$ cat src/rtl/alu_pkg.sv
// Shared types for the digit-serial ALU: operation codes and controller states.
package alu_pkg;

  typedef enum logic [2:0] {
    ALU_PASS_B = 3'b000,
    ALU_ADD    = 3'b010,
    ALU_SUB    = 3'b011,
    ALU_AND    = 3'b100,
    ALU_OR     = 3'b101,
    ALU_XOR    = 3'b110
  } alu_ctrl_e;

  typedef enum logic [1:0] {
    S_IDLE = 2'd0,
    S_RUN  = 2'd1,
    S_DONE = 2'd2
  } dsalu_state_e;

endpackage

$ cat src/rtl/digit_serial_alu_if.sv
// Operand/result handshake bundle between the issuing stage and the digit-serial ALU.
interface digit_serial_alu_if #(parameter int WIDTH = 64);
  logic             in_valid;
  logic             in_ready;
  logic [WIDTH-1:0] input_A;
  logic [WIDTH-1:0] input_B;
  logic [2:0]       control;
  logic             out_valid;
  logic             out_ready;
  logic [WIDTH-1:0] result;
  logic             negative;
  logic             zero;
  logic             overflow;
  logic             carry_out;

  modport master (
    output in_valid, input_A, input_B, control, out_ready,
    input  in_ready, out_valid, result, negative, zero, overflow, carry_out
  );

  modport slave (
    input  in_valid, input_A, input_B, control, out_ready,
    output in_ready, out_valid, result, negative, zero, overflow, carry_out
  );
endinterface

$ cat src/rtl/alu_slice.sv
// Combinational SLICE-bit ALU cell; b arrives already inverted for subtraction.
module alu_slice
  import alu_pkg::*;
#(
  parameter int SLICE = 16
) (
  input  logic [SLICE-1:0] a,
  input  logic [SLICE-1:0] b,
  input  logic             cin,
  input  logic [2:0]       control,
  output logic [SLICE-1:0] y,
  output logic             cout,
  output logic             c_msb
);

  logic [SLICE:0] sum;

  always_comb begin
    sum   = {1'b0, a} + {1'b0, b} + {{SLICE{1'b0}}, cin};
    y     = '0;
    cout  = 1'b0;
    c_msb = 1'b0;
    case (control)
      ALU_PASS_B: y = b;
      ALU_ADD, ALU_SUB: begin
        y     = sum[SLICE-1:0];
        cout  = sum[SLICE];
        // carry into the MSB recovered from the MSB sum bit and its operands
        c_msb = sum[SLICE-1] ^ a[SLICE-1] ^ b[SLICE-1];
      end
      ALU_AND: y = a & b;
      ALU_OR:  y = a | b;
      ALU_XOR: y = a ^ b;
      default: y = '0;
    endcase
  end

endmodule

$ cat src/rtl/digit_serial_alu.sv
// Digit-serial ALU: WIDTH-bit operation processed SLICE bits per cycle with rippled carry.
// Define DIGIT_SERIAL_ALU_FLAGS_EN to build the N/Z/V/C flag registers; otherwise flags read 0.
//
//   state  | meaning
//   S_IDLE | ready for operands; in_ready high
//   S_RUN  | one slice per cycle, counter k selects the slice
//   S_DONE | result/flags held, out_valid high until out_ready
module digit_serial_alu
  import alu_pkg::*;
#(
  parameter int WIDTH = 64,
  parameter int SLICE = 16
) (
  input  logic               clk,
  input  logic               reset,
  digit_serial_alu_if.slave  bus
);

  localparam int NSLICE = WIDTH / SLICE;
  localparam int CW     = (NSLICE > 1) ? $clog2(NSLICE) : 1;
  localparam logic [CW-1:0] LAST = CW'(NSLICE - 1);

  if (WIDTH % SLICE != 0) begin : g_bad_slice
    $error("digit_serial_alu: WIDTH must be a multiple of SLICE");
  end

  dsalu_state_e     state, state_next;
  logic [CW-1:0]    k;
  logic [WIDTH-1:0] a_reg, b_reg, result_reg, result_next;
  logic [2:0]       ctrl_reg;
  logic             carry_reg;
  logic             in_ready, out_valid, accept, last;
  logic [31:0]      base;
  logic [SLICE-1:0] s_y;
  logic             s_cout, s_cmsb;

  assign last   = (k == LAST);
  assign accept = bus.in_valid & in_ready;
  assign base   = 32'(k) * 32'(SLICE);

  alu_slice #(.SLICE(SLICE)) u_slice (
    .a       (a_reg[base +: SLICE]),
    .b       (b_reg[base +: SLICE]),
    .cin     (carry_reg),
    .control (ctrl_reg),
    .y       (s_y),
    .cout    (s_cout),
    .c_msb   (s_cmsb)
  );

  always_comb begin
    result_next = result_reg;
    result_next[base +: SLICE] = s_y;
  end

  always_ff @(posedge clk) begin
    if (reset) state <= S_IDLE;
    else       state <= state_next;
  end

  always_comb begin
    state_next = state;
    in_ready   = 1'b0;
    out_valid  = 1'b0;
    case (state)
      S_IDLE: begin
        in_ready = 1'b1;
        if (bus.in_valid) state_next = S_RUN;
      end
      S_RUN:  if (last) state_next = S_DONE;
      S_DONE: begin
        out_valid = 1'b1;
        if (bus.out_ready) state_next = S_IDLE;
      end
      default: state_next = S_IDLE;
    endcase
  end

  always_ff @(posedge clk) begin
    if (reset) begin
      k          <= '0;
      a_reg      <= '0;
      b_reg      <= '0;
      ctrl_reg   <= '0;
      carry_reg  <= 1'b0;
      result_reg <= '0;
    end else if (accept) begin
      k         <= '0;
      a_reg     <= bus.input_A;
      // only subtraction uses the inverted operand and a carry-in of 1
      b_reg     <= (bus.control == ALU_SUB) ? ~bus.input_B : bus.input_B;
      ctrl_reg  <= bus.control;
      carry_reg <= (bus.control == ALU_SUB);
    end else if (state == S_RUN) begin
      result_reg <= result_next;
      carry_reg  <= s_cout;
      k          <= last ? '0 : k + 1'b1;
    end
  end

  assign bus.in_ready  = in_ready;
  assign bus.out_valid = out_valid;
  assign bus.result    = result_reg;

`ifdef DIGIT_SERIAL_ALU_FLAGS_EN
  logic n_reg, z_reg, v_reg, c_reg;

  always_ff @(posedge clk) begin
    if (reset) begin
      n_reg <= 1'b0;
      z_reg <= 1'b0;
      v_reg <= 1'b0;
      c_reg <= 1'b0;
    end else if (state == S_RUN && last) begin
      n_reg <= result_next[WIDTH-1];
      z_reg <= (result_next == '0);
      v_reg <= s_cmsb ^ s_cout;
      c_reg <= s_cout;
    end
  end

  assign bus.negative  = n_reg;
  assign bus.zero      = z_reg;
  assign bus.overflow  = v_reg;
  assign bus.carry_out = c_reg;
`else
  logic unused_flag_src;
  assign unused_flag_src = s_cmsb;

  assign bus.negative  = 1'b0;
  assign bus.zero      = 1'b0;
  assign bus.overflow  = 1'b0;
  assign bus.carry_out = 1'b0;
`endif

endmodule

$ cat src/flat_wrapper.sv
// flat-port wrapper written by rule: the top's interface ports become plain ports
module digit_serial_alu_flat import alu_pkg::*;
#(
  parameter int WIDTH = 64,
  parameter int SLICE = 16
)
  (clk, reset, bus_in_valid, bus_input_A, bus_input_B, bus_control, bus_out_ready, bus_in_ready, bus_out_valid, bus_result, bus_negative, bus_zero, bus_overflow, bus_carry_out);
  digit_serial_alu_if #(.WIDTH(WIDTH)) bus_i ();
  input  logic clk;
  input  logic reset;
  input wire logic [$bits(bus_i.in_valid)-1:0] bus_in_valid;
  input wire logic [$bits(bus_i.input_A)-1:0] bus_input_A;
  input wire logic [$bits(bus_i.input_B)-1:0] bus_input_B;
  input wire logic [$bits(bus_i.control)-1:0] bus_control;
  input wire logic [$bits(bus_i.out_ready)-1:0] bus_out_ready;
  output wire logic [$bits(bus_i.in_ready)-1:0] bus_in_ready;
  output wire logic [$bits(bus_i.out_valid)-1:0] bus_out_valid;
  output wire logic [$bits(bus_i.result)-1:0] bus_result;
  output wire logic [$bits(bus_i.negative)-1:0] bus_negative;
  output wire logic [$bits(bus_i.zero)-1:0] bus_zero;
  output wire logic [$bits(bus_i.overflow)-1:0] bus_overflow;
  output wire logic [$bits(bus_i.carry_out)-1:0] bus_carry_out;
  assign bus_i.in_valid = bus_in_valid;
  assign bus_i.input_A = bus_input_A;
  assign bus_i.input_B = bus_input_B;
  assign bus_i.control = bus_control;
  assign bus_i.out_ready = bus_out_ready;
  assign bus_in_ready = bus_i.in_ready;
  assign bus_out_valid = bus_i.out_valid;
  assign bus_result = bus_i.result;
  assign bus_negative = bus_i.negative;
  assign bus_zero = bus_i.zero;
  assign bus_overflow = bus_i.overflow;
  assign bus_carry_out = bus_i.carry_out;
  digit_serial_alu #(.WIDTH(WIDTH), .SLICE(SLICE)) u_core (.clk(clk), .reset(reset), .bus(bus_i));
endmodule
$ cat config.mk
export PLATFORM = sky130hd
export DESIGN_NAME = digit_serial_alu_flat
export DESIGN_NICKNAME = d
export VERILOG_FILES = /design/src/rtl/alu_pkg.sv /design/src/rtl/digit_serial_alu_if.sv /design/src/rtl/alu_slice.sv /design/src/rtl/digit_serial_alu.sv /design/src/flat_wrapper.sv
export SDC_FILE = /design/constraint.sdc
export NUM_CORES = 1
export LEC_CHECK = 0
export CAP_MARGIN = 20
export CORE_UTILIZATION = 25
export CTS_BUF_LIST = sky130_fd_sc_hd__clkbuf_8
export DETAILED_ROUTE_END_ITERATION = 8
export PLACE_DENSITY_LB_ADDON = 0.05
export REMOVE_ABC_BUFFERS = 1
export SYNTH_ARGS = -nofsm -noshare
export SYNTH_HDL_FRONTEND = slang
export SYNTH_SLANG_ARGS = --single-unit
$ cat constraint.sdc
create_clock -name clk -period 6.8 [get_ports clk]
set_clock_uncertainty 0.05 [all_clocks]
set_input_delay 0.68 -clock clk [delete_from_list [all_inputs] [get_ports clk]]
set_output_delay 0.68 -clock clk [all_outputs]
set_load 0.05 [all_outputs]
==> results_dict.tcl, run 1 <==
set metrics [dict create \
    ios 205 \
    clock_power_share_pct 30.5 \
    cp.required_ns 7.11 \
    wl_per_cell_um 17.45 \
    power_mw 2.633 \
    synthAdderAreaFrac_pct 5.046 \
    slew_headroom_pct 30.09 \
    yosysWarnings 0 \
    arrival_ns 4.59 \
    cts_tree "built" \
    clockBufferDepth 2 \
    cts-buffers-inserted 17 \
    drive_gt1_share_pct 7.071 \
    holdWs_ns 0.4070 \
    endpoint_kind "flip-flop" \
    ctsResizeCount 0 \
    synthSimpleGateAreaFrac_pct 14.02 \
    drc 0 \
    r2r_cells 9 \
    io_buffers 200 \
    synth_cell_types 61 \
    power_frac_comb_pct 21.0 \
    post-route-util_pct 32.69 \
    peakVddDrop_mv 0.1203 \
    switching_share_pct 30.19 \
    r2r_end "u_core.bus.result[22]" \
    die_x_um 201.7 \
    pwr-share-seq_pct 48.5 \
    final_design_area_no_fill_um2 12750 \
    drtPass1Iterations 4 \
    min_path_cells 2 \
    first_iter_violations 422 \
    place_congestion 0.7713 \
    clock_latency_ns 0.48 \
    maxCapViolations 0 \
    r2r_setup_slack_ns 2.52 \
    syn2layout_area_growth_pct 27.94 \
    cts.clk_slew.worst_paths_ns 0.10 \
    synth_top_family_by_area "compound AO/OA/AOI/OAI gates" \
    syn_area_um2 9967 \
    start_util_pct 25.55 \
    globalRouteMet1Util_pct 22.53 \
    grt_overflow_total 0 \
    drv_slew 0 \
    syn_area_per_cell_um2 8.813 \
    use_met2_pct 24.19 \
    wl_um 31510 \
    postCtsHoldBufs 0 \
    hp-class "reg -> reg" \
    hold_path_startpoint "u_core.a_reg[29]" \
    r2r-start "u_core.k[0]" \
    grt_use_met3_pct 3.061 \
    grt_max_degree 168 \
    power_density_nw_per_um2 206.5 \
    rsz0062_at_grt "no" \
    power.internal_mw 1.838 \
    synthXorXnorAreaFrac_pct 6.151 \
    holdPathEnd "u_core.a_reg[29]" \
    start_kind "flip-flop" \
    setup_viol 0 \
    vias_per_cell 4.644 \
    dpl.hpwl_um 22690 \
    synth-edff-count 0 \
    ys.flop_type "dfxtp_1" \
    crit_fanout 44 \
    fillers 4124 \
    tightest_slew_ns 1.047 \
    antenna_found_initial 0 \
    netlist_instances 1131 \
    period_minus_slack_ns 4.285 \
    cts.sinks 200 \
    p_switching_uw 795.1 \
    h-tree-depth 4 \
    place_area_um2 12350 \
    vias 8382 \
    period_share_pct 63.01 \
    dieHeight_um 201.7 \
    dieArea_um2 40670 \
    multi_input_area_um2 5455 \
    outcome "completed" \
    synth_seq_cells 200 \
    row_count 72 \
    ys_seq_area_share_pct 40.17 \
    muxShareOfSynthArea_pct 9.252 \
    cts_root_buf "clkbuf_8" \
    busiest_layer "met2" \
    total_leakage_power_nw 4.534 \
    max_freq_mhz 233.4 \
    grt_pass1_vias 8360 \
    coreArea_um2 39010 \
    drtAntennaViolNets 0 \
    synth-compound-area-share_pct 20.01 \
    nets 1449 \
    cts_setup_buffers 0 \
    synth-async-reset-ratio_pct 0 \
    hold_viol_final 0 \
    seqCellArea_um2 4009 \
    antenna_cells 0 \
    grt_pass1_wl_um 49540 \
    grt_use_total_pct 15.80 \
    worstSetupPathType "reg -> reg" \
]
[final cells by class]
cell class / count / area share [%]
clock buffers: 18 / 1.943
clock inverters: 13 / 1.217
inverters: 37 / 1.089
multi-input cells: 808 / 42.78
flip-flops and latches: 200 / 31.44
well taps: 518 / 5.082
repair buffers: 211 / 16.45
[layout by cell type (no fill, tap or decap), types with 8 or more instances in the layout]
master | synthesis | layout
clkdlybuf4s50_1 | 0 | 199
dfxtp_1 | 200 | 198
nand2_1 | 185 | 184
nor2_1 | 108 | 107
a21oi_1 | 99 | 99
xor2_1 | 66 | 66
a211oi_1 | 66 | 66
inv_1 | 37 | 38
ha_1 | 37 | 37
o21ai_0 | 33 | 33
a22oi_1 | 33 | 33
mux4_2 | 30 | 30
mux2i_1 | 21 | 21
clkbuf_8 | 0 | 18
o22ai_1 | 17 | 17
nand2b_1 | 11 | 11
buf_4 | 7 | 10
a22o_1 | 9 | 9
a21o_1 | 8 | 8
[metal layers]
layer  vias to the layer above  part of all wire, %  wire [µm]
li1                       4262                    -          -
met1                      3945                   51      15960
met2                       157                   45      14030
met3                        18                  3.7       1152
met4                         0                  1.2        370
met5                         -                    0          0
[cell families after synthesis]
family	Yosys count
xor+xnor	70
flops	200
fa+ha+maj	39
other cells	1
compound gates	304
mux	54
simple gates	337
buf+inv	126
[worst max-delay path, cell delays in order, from the launching register on]
cell and delay, ns:
dfxtp_4 0.98, mux4_2 0.67, fa_1 0.48, fa_1 0.42
a21o_1 0.21, a221o_2 0.40, xnor2_1 0.15, nor2_1 0.06
a221oi_1 0.53, o21ai_0 0.19
[power by group through the flow]
| stage | combinational (mW) | sequential [mW] | clock [mW] |
|---|---|---|---|
| finish | 0.553 | 1.28 | 0.802 |
| global route | 0.619 | 1.29 | 0.881 |
| CTS | 0.563 | 1.28 | 0.842 |
| detailed placement | 0.562 | 1.31 | 0 |
| global placement | 0.560 | 1.31 | 0 |
| floorplan | 0.331 | 1.31 | 0 |
[cell usage after synthesis, types with 2 or more instances]
cell type	number	area, µm²
buf_6	2	22.52
nand2_1	185	694.4
mux2i_1	21	210.2
nand2b_1	11	68.82
o21a_1	4	30.03
nor2_1	108	405.4
o22a_1	3	26.28
o21ai_1	5	25.02
nand3_1	2	10.01
nor3_1	5	25.02
a21oi_1	99	495.5
o21ai_0	33	165.2
a22o_1	9	78.83
xnor2_1	4	35.03
nand4_1	4	25.02
nor2b_1	4	25.02
nor3_2	2	20.02
a221oi_1	5	43.79
a21o_1	8	60.06
xor2_1	66	578.1
inv_1	37	138.9
mux2_2	2	22.52
fa_1	2	40.04
o31ai_1	6	45.04
mux4_2	30	675.7
a31oi_1	2	12.51
o22ai_1	17	106.4
clkbuf_1	60	225.2
buf_4	7	52.55
a211oi_1	66	495.5
nor3b_1	2	15.01
nor4_1	2	12.51
or3_1	3	18.77
ha_1	37	462.9
buf_1	8	30.03
buf_2	12	60.06
dfxtp_1	200	4004
o221ai_1	3	26.28
a22oi_1	33	247.7
[worst max path at each step]
stage                       startpoint                    end  slack, ns  depth (start not counted)
after floorplan           bus_in_valid        u_core.b_reg[0]      -0.51                          3
after global placement     u_core.k[0]  u_core.bus.result[38]       2.56                          9
after detailed placement   u_core.k[0]  u_core.bus.result[22]       2.43                          9
after CTS                  u_core.k[0]  u_core.bus.result[22]       2.41                          9
after global routing       u_core.k[0]  u_core.bus.result[22]       2.15                          9
final                      u_core.k[0]  u_core.bus.result[22]       2.52                          9
[metrics by stage]
stage / std cells / setup slack, ns / TNS, ns
floorplan: 1045 / -0.5131 / -57.52
global placement: 1774 / 2.558 / 0
detailed placement: 1774 / 2.433 / 0
CTS: 1805 / 2.412 / 0
global route: 1805 / 2.148 / 0
finish: 1805 / 2.515 / 0
Power figures use the tool's default switching activity.
==> run 2, diff against run 1 <==
==> constraint.sdc (replaced) <==
create_clock -name clk -period 4.06 [get_ports clk]
set_clock_uncertainty 0.05 [all_clocks]
set_input_delay 0.406 -clock clk [delete_from_list [all_inputs] [get_ports clk]]
set_output_delay 0.406 -clock clk [all_outputs]
set_load 0.05 [all_outputs]
==> run 2 against run 1 <==
- non-clock buffer count increased by 15
- largest cell class unchanged
- count of clock-buffer cells in the layout unchanged
- power increased by 67%
- flip-flop and latch count unchanged
- critical path type unchanged
- combinational power increased by 74%
- critical path depth unchanged
- critical endpoint is now u_core.bus.result[44]
- die area unchanged
- highest routed layer unchanged
- first-iteration DRC count decreased by 0.47%
- clock power increased by 61%
==> results_dict.tcl, run 2 (synthesis gave the netlist of run 1 again) <==
set metrics [dict create \
    place_congestion 0.7691 \
    period_share_pct 87.64 \
    critPathMostFrequentCell "fa_1" \
    crit_buf_inv 0 \
    dpl_worst_slack_ns 0.5086 \
    rsz0062_at_grt "no" \
    period_minus_slack_ns 3.558 \
    power.internal_mw 3.034 \
    grt_pass1_vias 8596 \
    total_leakage_power_nw 4.631 \
    vias 8494 \
    drtAntennaViolNets 0 \
    postCtsHoldBufs 0 \
    fin_setup_tns_ns 0 \
    grt_pass1_wl_um 50060 \
    slew_headroom_pct 40.13 \
    coreArea_um2 39010 \
    cts_setup_buffers 0 \
    clockBufferDepth 2 \
    ctsResizeCount 0 \
    cpPeakStageDelay_ns 0.56 \
    layout_common_cells "clkdlybuf4s50_1, dfxtp_1, nand2_1" \
    die_x_um 201.7 \
    drc 0 \
    tightest_slew_ns 0.8912 \
    nets 1464 \
    syn2layout_area_growth_pct 29.02 \
    grt_use_total_pct 15.97 \
    cts.clk_slew.worst_paths_ns 0.11 \
    final_cells 1822 \
    wl_um 32190 \
    cts.sinks 200 \
    start_util_pct 25.55 \
    vias_per_cell 4.662 \
    ios 205 \
    dieArea_um2 40670 \
    power_mw 4.385 \
    crit_fanout 5 \
    cts_root_buf "clkbuf_8" \
    clock_power_share_pct 29.5 \
    critPathTopFamily "compound AO/OA/AOI/OAI gates" \
    worst_slack_ns 0.5019 \
    endpoint_kind "flip-flop" \
    holdWs_ns 0.3001 \
    h-tree-depth 4 \
    start_kind "flip-flop" \
    worstSetupPathType "reg -> reg" \
    power_density_nw_per_um2 341.0 \
    grt_overflow_total 0 \
    mostFrequentLayoutCell "clkdlybuf4s50_1" \
    place_inst 1789 \
    cts-buffers-inserted 17 \
    row_count 72 \
    switching_share_pct 30.80 \
    dieHeight_um 201.7 \
    p_switching_mw 1.351 \
    wl_per_cell_um 17.66 \
    hp-class "in -> reg" \
    drv_slew 0 \
    clock_latency_ns 0.50 \
    io_buffers 200 \
    maxCapViolations 0 \
    outcome "completed" \
    pwr-share-seq_pct 48.6 \
    peakVddDrop_mv 0.1870 \
    first_iter_violations 420 \
    antenna_found_initial 0 \
    max_freq_mhz 281.1 \
    cp.required_ns 4.37 \
    setup_viol 0 \
    grt_max_degree 86 \
    slowest_stage "mux4_2" \
    dpl.hpwl_um 24070 \
    crit_chain "mux4_2 -> fa_1 -> fa_1 -> a21o_1 -> a221o_2 -> a21boi_4 -> nor4b_2 -> a2111oi_4 -> o21ai_1" \
    drtPass1Iterations 7 \
    arrival_ns 3.87 \
    drive_gt1_share_pct 7.982 \
    hold_viol_final 0 \
    power_frac_comb_pct 22.0 \
    cts_tree "built" \
]
## run 2: cell count changes in the layout (fill, tap and decap cells not counted), sizes merged
cell      before  now
diode          0    1
clkinv         3    4
buf           12   27
bufinv         3    2
clkinvlp       5    1
inv           39   44
## run 2: power groups by stage
stage / clock network (mW) / registers (mW) / logic (mW)
final: 1.29 / 2.13 / 0.963
after global routing: 1.42 / 2.15 / 1.07
after CTS: 1.35 / 2.13 / 0.981
after detailed placement: 0 / 2.18 / 0.980
after floorplan: 0 / 2.20 / 0.555
after global placement: 0 / 2.18 / 0.975
## run 2: final cells by class
cell class / instances / area (µm²)
multi-input cells: 808 / 5455
fillers: 4144 / 26150
clock inverters: 14 / 135.1
clock buffers: 18 / 247.7
well taps: 518 / 648.1
flip-flops and latches: 200 / 4009
inverters: 37 / 138.9
repair buffers: 226 / 2223
diodes: 1 / 2.502
## run 2: routing by layer
metal  vias up  global-route usage (%)  part of all wire (%)
met5         -                       0                     0
met4         0                   4.870                   1.6
met3        25                   2.575                   3.3
met2       150                   25.67                    46
met1      4040                   21.85                    49
li1       4279                       -                     -
## run 2: final timing paths
check / endpoint / cells past startpoint / slack [ns] / start
max: u_core.bus.result[44] / 9 / 0.50 / u_core.k[0]
min: u_core.bus.result[7] / 2 / 0.30 / reset
max reg2reg: u_core.bus.result[44] / 9 / 0.50 / u_core.k[0]
min reg2reg: u_core.a_reg[6] / 2 / 0.41 / u_core.a_reg[6]
## run 2: worst reg2reg max path: cells and delay by family (launching register included)
kind	cells	cell delay [ns]
compound gates	5	1.41
fa+ha+maj	2	0.92
flops	1	0.39
mux	1	0.56
simple gates	1	0.09
## run 2: per-stage QoR
stage | utilization (%) | cell area [µm²]
floorplan | - | 9588
global placement | 31.98 | 12470
detailed placement | 31.98 | 12470
CTS | 32.96 | 12860
global route | 32.96 | 12860
finish | 32.97 | 12860
